**config.mk**
```make
export PLATFORM = sky130hd
export DESIGN_NAME = inst_fetch
export DESIGN_NICKNAME = d
export VERILOG_FILES = /design/src/rtl/inst_fetch.sv
export SDC_FILE = /design/constraint.sdc
export NUM_CORES = 1
export LEC_CHECK = 0
export ABC_CLOCK_PERIOD_IN_PS = 2000
export BUFFER_PORTS_ARGS = -buffer_cell sky130_fd_sc_hd__buf_2
export CORE_MARGIN = 5
export CORE_UTILIZATION = 49
export DETAILED_ROUTE_END_ITERATION = 16
export PLACE_DENSITY = 0.76
export REMOVE_ABC_BUFFERS = 1
export SKIP_CTS_REPAIR_TIMING = 1
export SLEW_MARGIN = 20
export SYNTH_ARGS = -nofsm -noshare
export SYNTH_HDL_FRONTEND = slang
export SYNTH_SLANG_ARGS = --single-unit
```
**constraint.sdc**
```tcl
create_clock -name i_clk -period 2 [get_ports i_clk]
set_input_delay 0.4 -clock i_clk [delete_from_list [all_inputs] [get_ports i_clk]]
set_output_delay 0.4 -clock i_clk [all_outputs]
set_load 0.05 [all_outputs]
```
**src/rtl/inst_fetch.sv**
```systemverilog
// Instruction-fetch stage feeding the IF/ID register.
// Owns the fetch PC and keeps at most one memory read outstanding. Every
// non-stalled edge presents either a fetched instruction or a bubble. A branch
// redirect squashes whatever fetch is in flight.
//
// state  | meaning
// -------+-----------------------------------------------------------
// S_REQ  | request driven at fetch PC, waiting for memory to accept
// S_WAIT | request accepted, waiting for read data
// S_HOLD | read data arrived during a stall, parked in the hold buffer
module inst_fetch #(
  parameter int                 ADDR_W   = 32,
  parameter int                 INST_W   = 32,
  parameter logic [ADDR_W-1:0]  RESET_PC = '0
) (
  input  logic              i_clk,
  input  logic              i_rst_n,
  input  logic              i_stall,
  input  logic              i_branch_en,
  input  logic [ADDR_W-1:0] i_branch_target,
  output logic              o_imem_req,
  output logic [ADDR_W-1:0] o_imem_addr,
  input  logic              i_imem_rdy,
  input  logic              i_imem_valid,
  input  logic [INST_W-1:0] i_imem_data,
  output logic [ADDR_W-1:0] o_if_pc,
  output logic [INST_W-1:0] o_if_inst,
  output logic              o_if_valid
);

  localparam logic [1:0] S_REQ  = 2'd0;
  localparam logic [1:0] S_WAIT = 2'd1;
  localparam logic [1:0] S_HOLD = 2'd2;

  logic [1:0]        r_state;
  logic [ADDR_W-1:0] r_fetch_pc;
  logic [ADDR_W-1:0] r_req_pc;
  logic              r_discard;
  logic [INST_W-1:0] r_hold_buf;
  logic [ADDR_W-1:0] r_if_pc;
  logic [INST_W-1:0] r_if_inst;
  logic              r_if_valid;

  logic              w_accept;
  logic [ADDR_W-1:0] w_br_pc;
  logic [ADDR_W-1:0] w_pc_plus4;
  logic [1:0]        w_state_nxt;
  logic [ADDR_W-1:0] w_fetch_nxt;
  logic [ADDR_W-1:0] w_req_nxt;
  logic              w_discard_nxt;
  logic [INST_W-1:0] w_hold_nxt;
  logic              w_deliver;
  logic [INST_W-1:0] w_deliver_inst;

  // The request is masked during reset so it only rises once reset is released.
  assign o_imem_req  = (r_state == S_REQ) && i_rst_n;
  assign o_imem_addr = r_fetch_pc;
  assign o_if_pc     = r_if_pc;
  assign o_if_inst   = r_if_inst;
  assign o_if_valid  = r_if_valid;

  assign w_accept   = o_imem_req && i_imem_rdy;
  assign w_br_pc    = i_branch_target & ~ADDR_W'(3);
  assign w_pc_plus4 = r_req_pc + ADDR_W'(4);

  // Next-state decode; a branch is applied last so it overrides the normal flow.
  always_comb begin
    w_state_nxt    = r_state;
    w_fetch_nxt    = r_fetch_pc;
    w_req_nxt      = r_req_pc;
    w_discard_nxt  = r_discard;
    w_hold_nxt     = r_hold_buf;
    w_deliver      = 1'b0;
    w_deliver_inst = r_hold_buf;

    case (r_state)
      S_REQ: begin
        if (w_accept) begin
          w_req_nxt   = r_fetch_pc;
          w_state_nxt = S_WAIT;
        end
      end
      S_WAIT: begin
        if (i_imem_valid) begin
          if (r_discard) begin
            w_discard_nxt = 1'b0;
            w_state_nxt   = S_REQ;
          end else if (!i_stall) begin
            w_deliver      = 1'b1;
            w_deliver_inst = i_imem_data;
            w_fetch_nxt    = w_pc_plus4;
            w_state_nxt    = S_REQ;
          end else begin
            w_hold_nxt  = i_imem_data;
            w_state_nxt = S_HOLD;
          end
        end
      end
      S_HOLD: begin
        if (!i_stall) begin
          w_deliver      = 1'b1;
          w_deliver_inst = r_hold_buf;
          w_fetch_nxt    = w_pc_plus4;
          w_state_nxt    = S_REQ;
        end
      end
      default: w_state_nxt = S_REQ;
    endcase

    if (i_branch_en) begin
      w_fetch_nxt = w_br_pc;
      w_deliver   = 1'b0;
      w_hold_nxt  = '0;
      case (r_state)
        // An accept on the branch cycle fetches the old path; squash its data.
        S_REQ:  w_discard_nxt = w_accept;
        S_WAIT: begin
          if (i_imem_valid) begin
            w_discard_nxt = 1'b0;
            w_state_nxt   = S_REQ;
          end else begin
            w_discard_nxt = 1'b1;
          end
        end
        S_HOLD:  w_state_nxt = S_REQ;
        default: w_state_nxt = S_REQ;
      endcase
    end
  end

  // Fetch control state registers.
  always_ff @(posedge i_clk or negedge i_rst_n) begin
    if (!i_rst_n) begin
      r_state    <= S_REQ;
      r_fetch_pc <= RESET_PC;
      r_req_pc   <= '0;
      r_discard  <= 1'b0;
      r_hold_buf <= '0;
    end else begin
      r_state    <= w_state_nxt;
      r_fetch_pc <= w_fetch_nxt;
      r_req_pc   <= w_req_nxt;
      r_discard  <= w_discard_nxt;
      r_hold_buf <= w_hold_nxt;
    end
  end

  // IF/ID-facing outputs: deliver, bubble, or hold under stall; branch forces a bubble.
  always_ff @(posedge i_clk or negedge i_rst_n) begin
    if (!i_rst_n) begin
      r_if_pc    <= '0;
      r_if_inst  <= '0;
      r_if_valid <= 1'b0;
    end else if (i_branch_en) begin
      r_if_inst  <= '0;
      r_if_valid <= 1'b0;
    end else if (w_deliver) begin
      r_if_pc    <= r_req_pc;
      r_if_inst  <= w_deliver_inst;
      r_if_valid <= 1'b1;
    end else if (!i_stall) begin
      r_if_inst  <= '0;
      r_if_valid <= 1'b0;
    end
  end

endmodule

```
==> results.sh <==
export IMPL_status="complete, no violations"
export IMPL_crit_type="reg2out"
export IMPL_die_x_um=132.9
export IMPL_finalSetupViolations=0
export IMPL_slew_headroom_pct=36.65
export IMPL_swShare_pct=37.15
export IMPL_cp_arrival_ns=1.55
export IMPL_drc=0
export IMPL_p_comb_share_pct=31.5
export IMPL_synthArstFlopShare_pct=100.0
export IMPL_start_util_pct=49.25
export IMPL_dpl_cell_area_um2=8603
export IMPL_wl_per_cell_um=17.42
export IMPL_fin_worst_skew_ns=0.009149
export IMPL_mostFrequentLayoutCells="164 x dfrtp_1, 162 x buf_2, 151 x nand2_1"
export IMPL_hp_class="in2async"
export IMPL_synthXorXnorAreaFrac_pct=3.194
export IMPL_worst_setup_path_start_kind="flop"
export IMPL_worstPathRequired_ns=1.60
export IMPL_synth_ff_type="dfrtp_1"
export IMPL_hold_viol_final=0
export IMPL_grt_pass1_wl_um=29790
export IMPL_slowest_stage="dfrtp_1"
export IMPL_coreArea_um2=15030
export IMPL_drive_above_1_share_pct=35.62
export IMPL_internal_power_w=0.006856
export IMPL_p_leak_nw=4.367
export IMPL_wl_um=18250
export IMPL_nets=926
export IMPL_synth_mux_area_share_pct=14.74
export IMPL_rsz0062_at_grt="true"
export IMPL_htree_levels=4
export IMPL_dieArea_um2=17670
export IMPL_die_height_um=132.9
export IMPL_synthAdderAreaFrac_pct=0.8450
export IMPL_seqPwrFrac_pct=42.6
export IMPL_dp_hpwl_um=12120
export IMPL_max_freq_mhz=513.5
export IMPL_synth_edf_count=0
export IMPL_period_minus_slack_ns=1.947
export IMPL_synthDistinctLibCells=41
export IMPL_drtIter0Drc=416
export IMPL_ys_warn_count=0
export IMPL_track_usage_pct=21.01
export IMPL_num_vias=5698
export IMPL_p_switching_w=0.004053
export IMPL_path_cells="inv_1, ha_2, and2_1, buf_6"
export IMPL_maxCapViolations=0
export IMPL_syn_area_um2=7403
export IMPL_worst_pin_slew_ns=0.9502
export IMPL_final_area_um2=9158
export IMPL_ir_drop_mv=0.7297
export IMPL_gr_total_overflow=0
export IMPL_syn_inst=682
export IMPL_synth_compound_area_share_pct=9.346
export IMPL_yosys_area_share_simple_pct=13.52
export IMPL_port_buffer_count=165
export IMPL_cts_sinks=164
export IMPL_slew_viol_final=0
export IMPL_cts_buffers=17
export IMPL_clock_power_share_pct=25.9
export IMPL_antenna_found_initial=2
export IMPL_cts_tree="yes"
export IMPL_setup_tns_ns=0
export IMPL_synth_seq_area_share_pct=55.43
export IMPL_routed_via_density=5.437
export IMPL_path_max_fanout=5
export IMPL_finalPower_w=0.01091
export IMPL_fin_hold_ws_ns=0.05552
export IMPL_ys_ff_latch=164
export IMPL_utilization_pct=60.92
export IMPL_gp_congestion=0.7653
export IMPL_p_per_area_nw_per_um2=1191
export IMPL_clk_latency_ns=0.42
export IMPL_synth_top_family_by_area="multiplexers"
export IMPL_cts_root_buf="clkbuf_16"
export IMPL_post_route_period_util_pct=97.37
export IMPL_rows=45
export IMPL_avgSynthCellArea_um2=10.86
export IMPL_grt_max_degree=165
export IMPL_endpoint_kind="output port"
export IMPL_grt_pass1_vias=5737
export IMPL_ant_nets=0
export IMPL_clockBufferDepth=2
export IMPL_slowest_delay_ns=0.40
export IMPL_final_common_cell="dfrtp_1"
export IMPL_first_pass_iters=4
export IMPL_ios=168
export IMPL_syn_to_final_growth_pct=23.69
export IMPL_path_clk_slew_ns=0.06
[sequential cells by signal (all words and copies together) (netlist names)]
register     flops
o_if_inst       32
o_if_pc         32
o_imem_addr     32
r_hold_buf      32
r_req_pc        32
r_state          2
o_if_valid       1
r_discard        1
[area by class of cell]
class	instances	area [µm²]
clock buffer	21	460.4
antenna	1	2.502
timing repair buffer	196	1200
inverter	4	15.01
fill	1240	5876
sequential	164	4104
tap	188	235.2
clock inverter	6	35.03
multi-input combinational	468	3105
[power by group through the flow]
stage               clock network [W]  logic (W)  registers [W]
floorplan                           0    0.00139        0.00555
global placement                    0    0.00336        0.00466
detailed placement                  0    0.00342        0.00469
CTS                           0.00287    0.00344        0.00464
global route                  0.00302    0.00371        0.00475
finish                        0.00282    0.00344        0.00465
[logic make-up (layout without fill, tap and decap cells)]
family          count (synthesis)  in the layout
other cells                     0              1
compound gates                118            118
simple gates                  217            217
buf+inv                        50            227
flops                         164            164
fa+ha+maj                       5              5
mux                           101            101
xor+xnor                       27             27
[routing by layer]
metal  vias up  GRT usage [%]  routed length, µm
met4         4          6.871                294
met1      2766          28.18               8106
li1       2692              -                  -
met2       202          32.99               8351
met3        34          6.084               1471
met5         -              0                 27
[stage by stage]
stage / setup WS [ns] / cells
after floorplan: -1.848 / 636
after global placement: 0.07848 / 1016
after detailed placement: 0.02055 / 1016
after CTS: -0.09737 / 1043
after global routing: -0.03635 / 1047
final: 0.05265 / 1048
[path summary, 6_finish.rpt]
| path | start | endpoint | slack (ns) | depth (start not counted) |
|---|---|---|---|---|
| hold / removal | i_rst_n | o_if_inst[7]$_DFFE_PN0P_ | 0.06 | 2 |
| setup reg to reg | r_state[1]$_DFF_PN0_ | o_if_pc[29]$_DFFE_PN0P_ | 0.07 | 7 |
| min in group i_clk | i_branch_target[5] | o_imem_addr[5]$_DFFE_PN0P_ | 0.19 | 3 |
| max in group asynchronous | i_rst_n | o_if_inst[15]$_DFFE_PN0P_ | 1.17 | 2 |
| hold reg to reg | o_if_inst[15]$_DFFE_PN0P_ | o_if_inst[15]$_DFFE_PN0P_ | 0.47 | 2 |
| setup / recovery | r_state[0]$_DFF_PN0_ | o_imem_req | 0.05 | 4 |
[Yosys cell counts, types with 2 or more instances]
cell type | instances | area, µm²
a31oi_1 | 3 | 18.77
nand4_1 | 9 | 56.30
buf_4 | 4 | 30.03
xnor2_1 | 9 | 78.83
dfrtp_1 | 164 | 4104
and3_1 | 6 | 37.54
xor2_1 | 18 | 157.7
clkbuf_1 | 31 | 116.4
mux2i_1 | 37 | 370.4
and2_1 | 4 | 25.02
buf_2 | 10 | 50.05
nand3_1 | 12 | 60.06
and4_1 | 3 | 26.28
mux2_2 | 64 | 720.7
o211ai_1 | 2 | 15.01
o221ai_2 | 3 | 45.04
a21oi_1 | 47 | 235.2
nor2_1 | 15 | 56.30
o221a_2 | 2 | 22.52
nor2b_1 | 3 | 18.77
o221ai_1 | 11 | 96.34
ha_1 | 5 | 62.56
nand2b_1 | 2 | 12.51
inv_1 | 4 | 15.01
nand2_1 | 152 | 570.6
o21ai_0 | 47 | 235.2
[critical path: cells and delay by family (launching register included)]
family	cells	cell delay, ns
flops	1	0.40
buf+inv	2	0.28
fa+ha+maj	1	0.25
simple gates	1	0.20
(Power assumes the default switching activity.)
